$ cat src/rtl/pwm_gen_pkg.sv
// Shared constants for the PWM generator.
package pwm_gen_pkg;

    // Default width of duty, period and the frame counter.
    localparam int unsigned PWM_WIDTH_DEFAULT = 8;

endpackage : pwm_gen_pkg

$ cat src/rtl/pwm_gen_counter.sv
// Frame counter for the PWM generator: counts 0..period_sh_i-1 and wraps.
// term_c flags the last clock of a frame and is used to reload the shadows.
module pwm_gen_counter
    import pwm_gen_pkg::*;
#(
    parameter int unsigned WIDTH = PWM_WIDTH_DEFAULT
) (
    input  logic             clk,
    input  logic             rst,
    input  logic [WIDTH-1:0] period_sh_i,
    output logic [WIDTH-1:0] cnt_o,
    output logic             term_c
);

    logic [WIDTH-1:0] cnt_q;
    logic [WIDTH-1:0] cnt_d;

    // Periods of 0 or 1 pin the counter at 0 and end a frame every clock.
    always_comb begin
        term_c = 1'b0;
        cnt_d  = cnt_q;
        term_c = (period_sh_i <= WIDTH'(1)) ||
                 (cnt_q == WIDTH'(period_sh_i - WIDTH'(1)));
        cnt_d  = term_c ? '0 : WIDTH'(cnt_q + WIDTH'(1));
    end

    // Counter register; reset dominates.
    always_ff @(posedge clk) begin
        if (rst) begin
            cnt_q <= '0;
        end else begin
            cnt_q <= cnt_d;
        end
    end

    assign cnt_o = cnt_q;

endmodule : pwm_gen_counter

$ cat src/rtl/pwm_gen.sv
// Fixed-frequency PWM generator. duty/period are shadowed and only taken
// at the frame boundary so every frame is glitch-free; pwm is registered.
module pwm_gen
    import pwm_gen_pkg::*;
#(
    parameter int unsigned WIDTH = PWM_WIDTH_DEFAULT
) (
    input  logic             clk,
    input  logic             rst,
    input  logic [WIDTH-1:0] duty,
    input  logic [WIDTH-1:0] period,
    output logic             pwm
);

    logic [WIDTH-1:0] cnt;
    logic             term_c;

    logic [WIDTH-1:0] duty_sh_q;
    logic [WIDTH-1:0] duty_sh_d;
    logic [WIDTH-1:0] period_sh_q;
    logic [WIDTH-1:0] period_sh_d;
    logic             pwm_q;
    logic             pwm_d;

    // Wrapping frame counter with end-of-frame detect.
    pwm_gen_counter #(
        .WIDTH (WIDTH)
    ) u_counter (
        .clk         (clk),
        .rst         (rst),
        .period_sh_i (period_sh_q),
        .cnt_o       (cnt),
        .term_c      (term_c)
    );

    // Shadow reload at frame end; compare uses the current frame's duty.
    always_comb begin
        duty_sh_d   = duty_sh_q;
        period_sh_d = period_sh_q;
        pwm_d       = 1'b0;
        if (term_c) begin
            duty_sh_d   = duty;
            period_sh_d = period;
        end
        pwm_d = (cnt < duty_sh_q);
    end

    // Shadow and output registers; reset clears everything, so inputs are
    // first sampled on the clock after reset is released.
    always_ff @(posedge clk) begin
        if (rst) begin
            duty_sh_q   <= '0;
            period_sh_q <= '0;
            pwm_q       <= 1'b0;
        end else begin
            duty_sh_q   <= duty_sh_d;
            period_sh_q <= period_sh_d;
            pwm_q       <= pwm_d;
        end
    end

    assign pwm = pwm_q;

endmodule : pwm_gen

$ cat config.mk
export PLATFORM = sky130hd
export DESIGN_NAME = pwm_gen
export DESIGN_NICKNAME = d
export VERILOG_FILES = /design/src/rtl/pwm_gen_pkg.sv /design/src/rtl/pwm_gen_counter.sv /design/src/rtl/pwm_gen.sv
export SDC_FILE = /design/constraint.sdc
export NUM_CORES = 1
export LEC_CHECK = 0
export BUFFER_PORTS_ARGS = -buffer_cell sky130_fd_sc_hd__buf_4
export CAP_MARGIN = 25
export CORE_MARGIN = 1.5
export CORE_UTILIZATION = 56
export CTS_CLUSTER_DIAMETER = 30
export CTS_CLUSTER_SIZE = 10
export DETAILED_ROUTE_END_ITERATION = 6
export PLACE_DENSITY = 0.78
export REMOVE_ABC_BUFFERS = 1
export SETUP_SLACK_MARGIN = 0.2
export SKIP_CTS_REPAIR_TIMING = 1
export SLEW_MARGIN = 20
export SYNTH_ARGS = -nofsm -noshare
export SYNTH_HDL_FRONTEND = slang
export SYNTH_HIERARCHICAL = 1
export SYNTH_SLANG_ARGS = --single-unit
$ cat constraint.sdc
create_clock -name clk -period 2.7 [get_ports clk]
set_input_delay 0.54 -clock clk [delete_from_list [all_inputs] [get_ports clk]]
set_output_delay 0.54 -clock clk [all_outputs]
set_load 0.03 [all_outputs]
== Word-level counts from Yosys, hierarchy flattened ==
Cells that the tools add are included.

* Flip-flop bits (word level): 25
* Latch bits: 0
* Bits in writable memories: 0
* Memory bits (read-only): 0
* Input bits: 18
* Output and inout port bits: 1
* Memories kept: 0

* $add $sub $neg: 2
* $mul: 0
* Divide/modulo/power cells: 0
* $lt $le $gt $ge: 2
* Eq/ne operators: 1
* Shift operators: 0
* Multiplexer cells: 0
* Bitwise operators: 0
* Reductions and logical operators: 2

{| class="wikitable"
|+ Operator list
! operator !! count
|-
| 8-bit by 1-bit adder with 8-bit output (second input constant) || 1
|-
| 8-bit == test || 1
|-
| 8-bit by 1-bit <= comparator with 1-bit output (second input constant) || 1
|-
| 8-bit less-than comparator || 1
|-
| 8-bit by 1-bit subtractor with 8-bit output (second input constant) || 1
|-
| 2-bit OR reduction || 1
|-
| 1-bit logical OR || 1
|}

== Depth between registers and ports, before layout ==
* Depth in word-level cells: 4
* Gate-level depth with buffers: 11

== Hierarchy ==
The synthesis kept the hierarchy.

{| class="wikitable"
|+ Modules (own cells, without submodules)
! module !! instances !! cells an instance !! area each (µm²) !! sequential area each (µm²)
|-
| pwm_gen || 1 || 78 || 772.0 || 340.3
|-
| pwm_gen_counter || 1 || 70 || 579.3 || 160.2
|}

== Least setup slack after synthesis ==
Ideal clock, no wire load.

* Path type: flip-flop to flip-flop
* Start: register period_sh_q[0]
* End: register duty_sh_q[3]
* Arrival: 2.142 ns
* Setup slack: 0.440 ns
* Cell stages (with the launch flop): 12
* Path buffers: 2
* Clock period less this slack: 2.260 ns
* Cell sequence: dfxtp_1 -> inv_1 -> ha_1 -> nand2b_1 -> o211a_1 -> o31a_1 -> nor3_1 -> or2_2 -> buf_2 -> buf_6 -> mux2i_1 -> nor2_1

* Longest elaborated chain between the ends: 3

{| class="wikitable"
|+ RTL lines
! element !! RTL line !! RTL
|-
| start, declared || pwm_gen.sv:20 || <nowiki>logic [WIDTH-1:0] period_sh_q;</nowiki>
|-
| start signal, assigned || pwm_gen.sv:57 || <nowiki>period_sh_q <= period_sh_d;</nowiki>
|-
| 8-bit by 1-bit subtractor with 8-bit output || pwm_gen_counter.sv:23 || <nowiki>(cnt_q == WIDTH'(period_sh_i - WIDTH'(1)));</nowiki>
|-
| 8-bit == test || pwm_gen_counter.sv:23 ||
|-
| 1-bit logical OR (*) || pwm_gen_counter.sv:22 || <nowiki>term_c = (period_sh_i <= WIDTH'(1)) ||</nowiki>
|-
| via term_c || pwm_gen.sv:16 || <nowiki>logic term_c;</nowiki>
|-
| end signal, assigned || pwm_gen.sv:56 || <nowiki>duty_sh_q <= duty_sh_d;</nowiki>
|-
| end, declared || pwm_gen.sv:18 || <nowiki>logic [WIDTH-1:0] duty_sh_q;</nowiki>
|}

The timed path passes the listed nets; every way through them passes the cells marked *.
A chain may end at the register's enable or synchronous reset.

== Worst setup path in the final report ==
* Start: register period_sh_q[0]
* End: register duty_sh_q[6]

The elaborated chain is that of the path after synthesis.

==> out/metrics.yaml <==
worst_setup_path:
  r2r-end: "duty_sh_q[6]"
  crit_fanout: 8
  worstPathRequired_ns: 2.91
  path_cells: "inv_1, ha_1, nand2b_1, o211a_1, o31a_1, nor3_1, or2_4, buf_12, mux2i_1, nor2_1"
  cp_slowest_stage_delay_ns: 0.47
  reg2regPathDepth: 10
  cp_slowest_cell: "dfxtp_1"
  crit_type: "register to register"
  crit_start: "period_sh_q[0]"
  crit_path_end_kind: "register"
  cp-start-kind: "register"
  crit_arrival_ns: 2.53
  reg2reg_slack_ns: 0.37
  crit_end: "duty_sh_q[6]"
  r2r-start: "period_sh_q[0]"
cells_and_area:
  diodes: 0
  fillers: 177
  final_common_cell: "nor2_1"
  area_growth_pct: 15.8
  most-common-layout-cells: "nor2_1 (33), dfxtp_1 (25), buf_4 (18)"
  fin_nets: 197
  fin_area_um2: 1570
  layout-drive-gt1-share: 0.173
global_route:
  grt_max_degree: 19
  grt_overflow_total: 0
  grt_pass1_wl_um: 4190
  first_global_vias: 1009
  antenna_found_initial: 0
  grt.total_usage: 0.211
synth:
  syn_area_um2: 1350
  synthArstFlopShare: 0
  synth-edff-count: 0
  ys.flop_type: "dfxtp_1"
  synthAdderAreaFrac: 0.0926
  yosys_warnings: 6
  synth_seq_cells: 25
  ys_seq_area_frac: 0.370
  synth_cell_types: 31
  synth_simple_gate_area_frac: 0.194
  synth_compound_area_frac: 0.0870
  synth_cells: 148
  synth.mux.area_fraction: 0.119
  synth_top_family_by_area: "simple AND/OR/NAND/NOR gates"
  synth.avg_cell_area_um2: 9.13
  synth_xor_area_frac: 0.0907
sta:
  fmax_mhz: 430
  final-hold-violation-count: 0
  fin_skew_ns: 0.00175
  slew_violations: 0
  finalCriticalPeriod_ns: 2.33
  maxSlewHeadroom: 0.658
  fin_crit_sh: 0.861
  rsz0062_at_grt: "no"
  fin_setup_tns_ns: 0
  worst_slew_pin_slew_ns: 0.506
  setup_viol: 0
place:
  routabilityCongestion: 0.795
  port_buffers: 18
  hpwlAfterDp_um: 1890
  placed_area_um2: 1500
floorplanning:
  rows: 17
  die_area_um2: 2720
  ios: 19
  dieWidth_um: 52.1
  core-area_um2: 2250
  start_util: 0.599
  die_h_um: 52.1
detailed_routing:
  final_antenna_net_count: 0
  vias: 1049
  vias_per_cell: 5.35
  avgRoutedWirePerCell_um: 12.6
  firstDrtPassIters: 4
  drt_iter0_drc: 10
  drc: 0
  wl_um: 2470
cts:
  cts_made_buffers: 3
  tritoncts: "done"
  clk_pin_slew_worst_paths_ns: 0.12
  clock_path_buffers: 2
  root_buffer: "clkbuf_4"
  h-tree-depth: 1
  clock_sinks: 25
  insertion_delay_ns: 0.31
pwr:
  sw_frac_of_total: 0.398
  p_int_w: 0.00111
  clkPwrFrac: 0.086
  power_density_nw_per_um2: 1180
  p_leak_nw: 0.692
  peakVddDrop_uv: 914
  power.switching_w: 0.000737
  pwr-share-comb: 0.596
  pwr-share-seq: 0.318
min_path:
  hold_path.class: "input port to register"
status:
  outcome: "completed"
job:
  maxCapViolations: 0
[synthesized netlist by cell type, types with 2 or more instances]
cell	count	area [um^2]
nand3_1	3	15.0
a21oi_1	4	20.0
dfxtp_1	25	500
nor3_1	4	20.0
nand2_1	3	11.3
nand2b_1	2	12.5
nand4_1	2	12.5
nor2_1	33	124
and3_1	4	25.0
inv_1	10	37.5
buf_2	2	10.0
xor2_1	6	52.6
xnor2_1	8	70.1
ha_1	10	125
mux2i_1	16	160
[layer usage]
metal  vias to the layer above  share of wire  routed length (um)  global-route usage
met1                       493           0.46                1140               0.237
li1                        545              -                   -                   -
met5                         -              0                   0                   0
met4                         0          0.011                  26               0.118
met2                         9           0.52                1270               0.386
met3                         2          0.013                  33              0.0172
[flip-flops by register name, summed over array words and instances, names as in the netlist]
name and count:
u_counter/cnt_o 8, duty_sh_q 8, pwm 1, period_sh_q 8
[through the flow]
step           hold slack, ns  worst slack (ns)  total power [W]  instances   util
2_1_floorplan           0.452             0.505          0.00135        144      -
3_3_place_gp            0.467             0.360          0.00149        190  0.664
3_5_place_dp            0.484             0.224          0.00154        190  0.664
4_1_cts                 0.447             0.215          0.00170        194  0.675
5_1_grt                 0.444             0.214          0.00199        196  0.694
6_report                0.456             0.375          0.00185        196  0.694
[cell families (layout without fill, tap and decap cells)]
kind of cell	Yosys count	in the layout
muxes	16	16
DFF	25	25
adders and majority gates	10	10
xor gates and xnor gates	14	14
buffers and inverters	14	34
AOI/OAI and AO/OA	13	13
and+or+nand+nor	56	56
[power by group through the flow]
stage	clock, W	combinational (W)	sequential (W)
floorplan	0	0.000767	0.000583
finish	0.000159	0.00110	0.000589
detailed placement	0	0.000943	0.000599
CTS	0.000168	0.000947	0.000590
global route	0.000178	0.00121	0.000606
global placement	0	0.000898	0.000595
[worst max-delay path: cells and delay by family (launching register included)]
kind	cells	cell delay [ns]
multiplexers	1	0.18
buffers and inverters	2	0.22
flip-flops	1	0.47
adder cells (fa/ha/maj)	1	0.28
AND/OR/NAND/NOR	4	0.67
AO/OA/AOI/OAI	2	0.42
[area by class of cell]
cell class | count | area, um^2 | area share
sequential | 25 | 500 | 0.320
inverter | 10 | 37.5 | 0.0240
multi-input combinational | 109 | 791 | 0.505
tap | 28 | 35.0 | 0.0224
clock buffer | 4 | 26.3 | 0.0168
timing repair buffer | 20 | 175 | 0.112
[worst min path at each step]
stage / from / to / cells past startpoint
6_report: period[2] / period_sh_q[2] / 3
5_1_grt: duty[1] / duty_sh_q[1] / 3
4_1_cts: duty[1] / duty_sh_q[1] / 3
3_5_place_dp: duty_sh_q[4] / duty_sh_q[4] / 2
3_3_place_gp: duty_sh_q[0] / duty_sh_q[0] / 2
2_1_floorplan: duty_sh_q[0] / duty_sh_q[0] / 2
(Power assumes the default switching activity.)
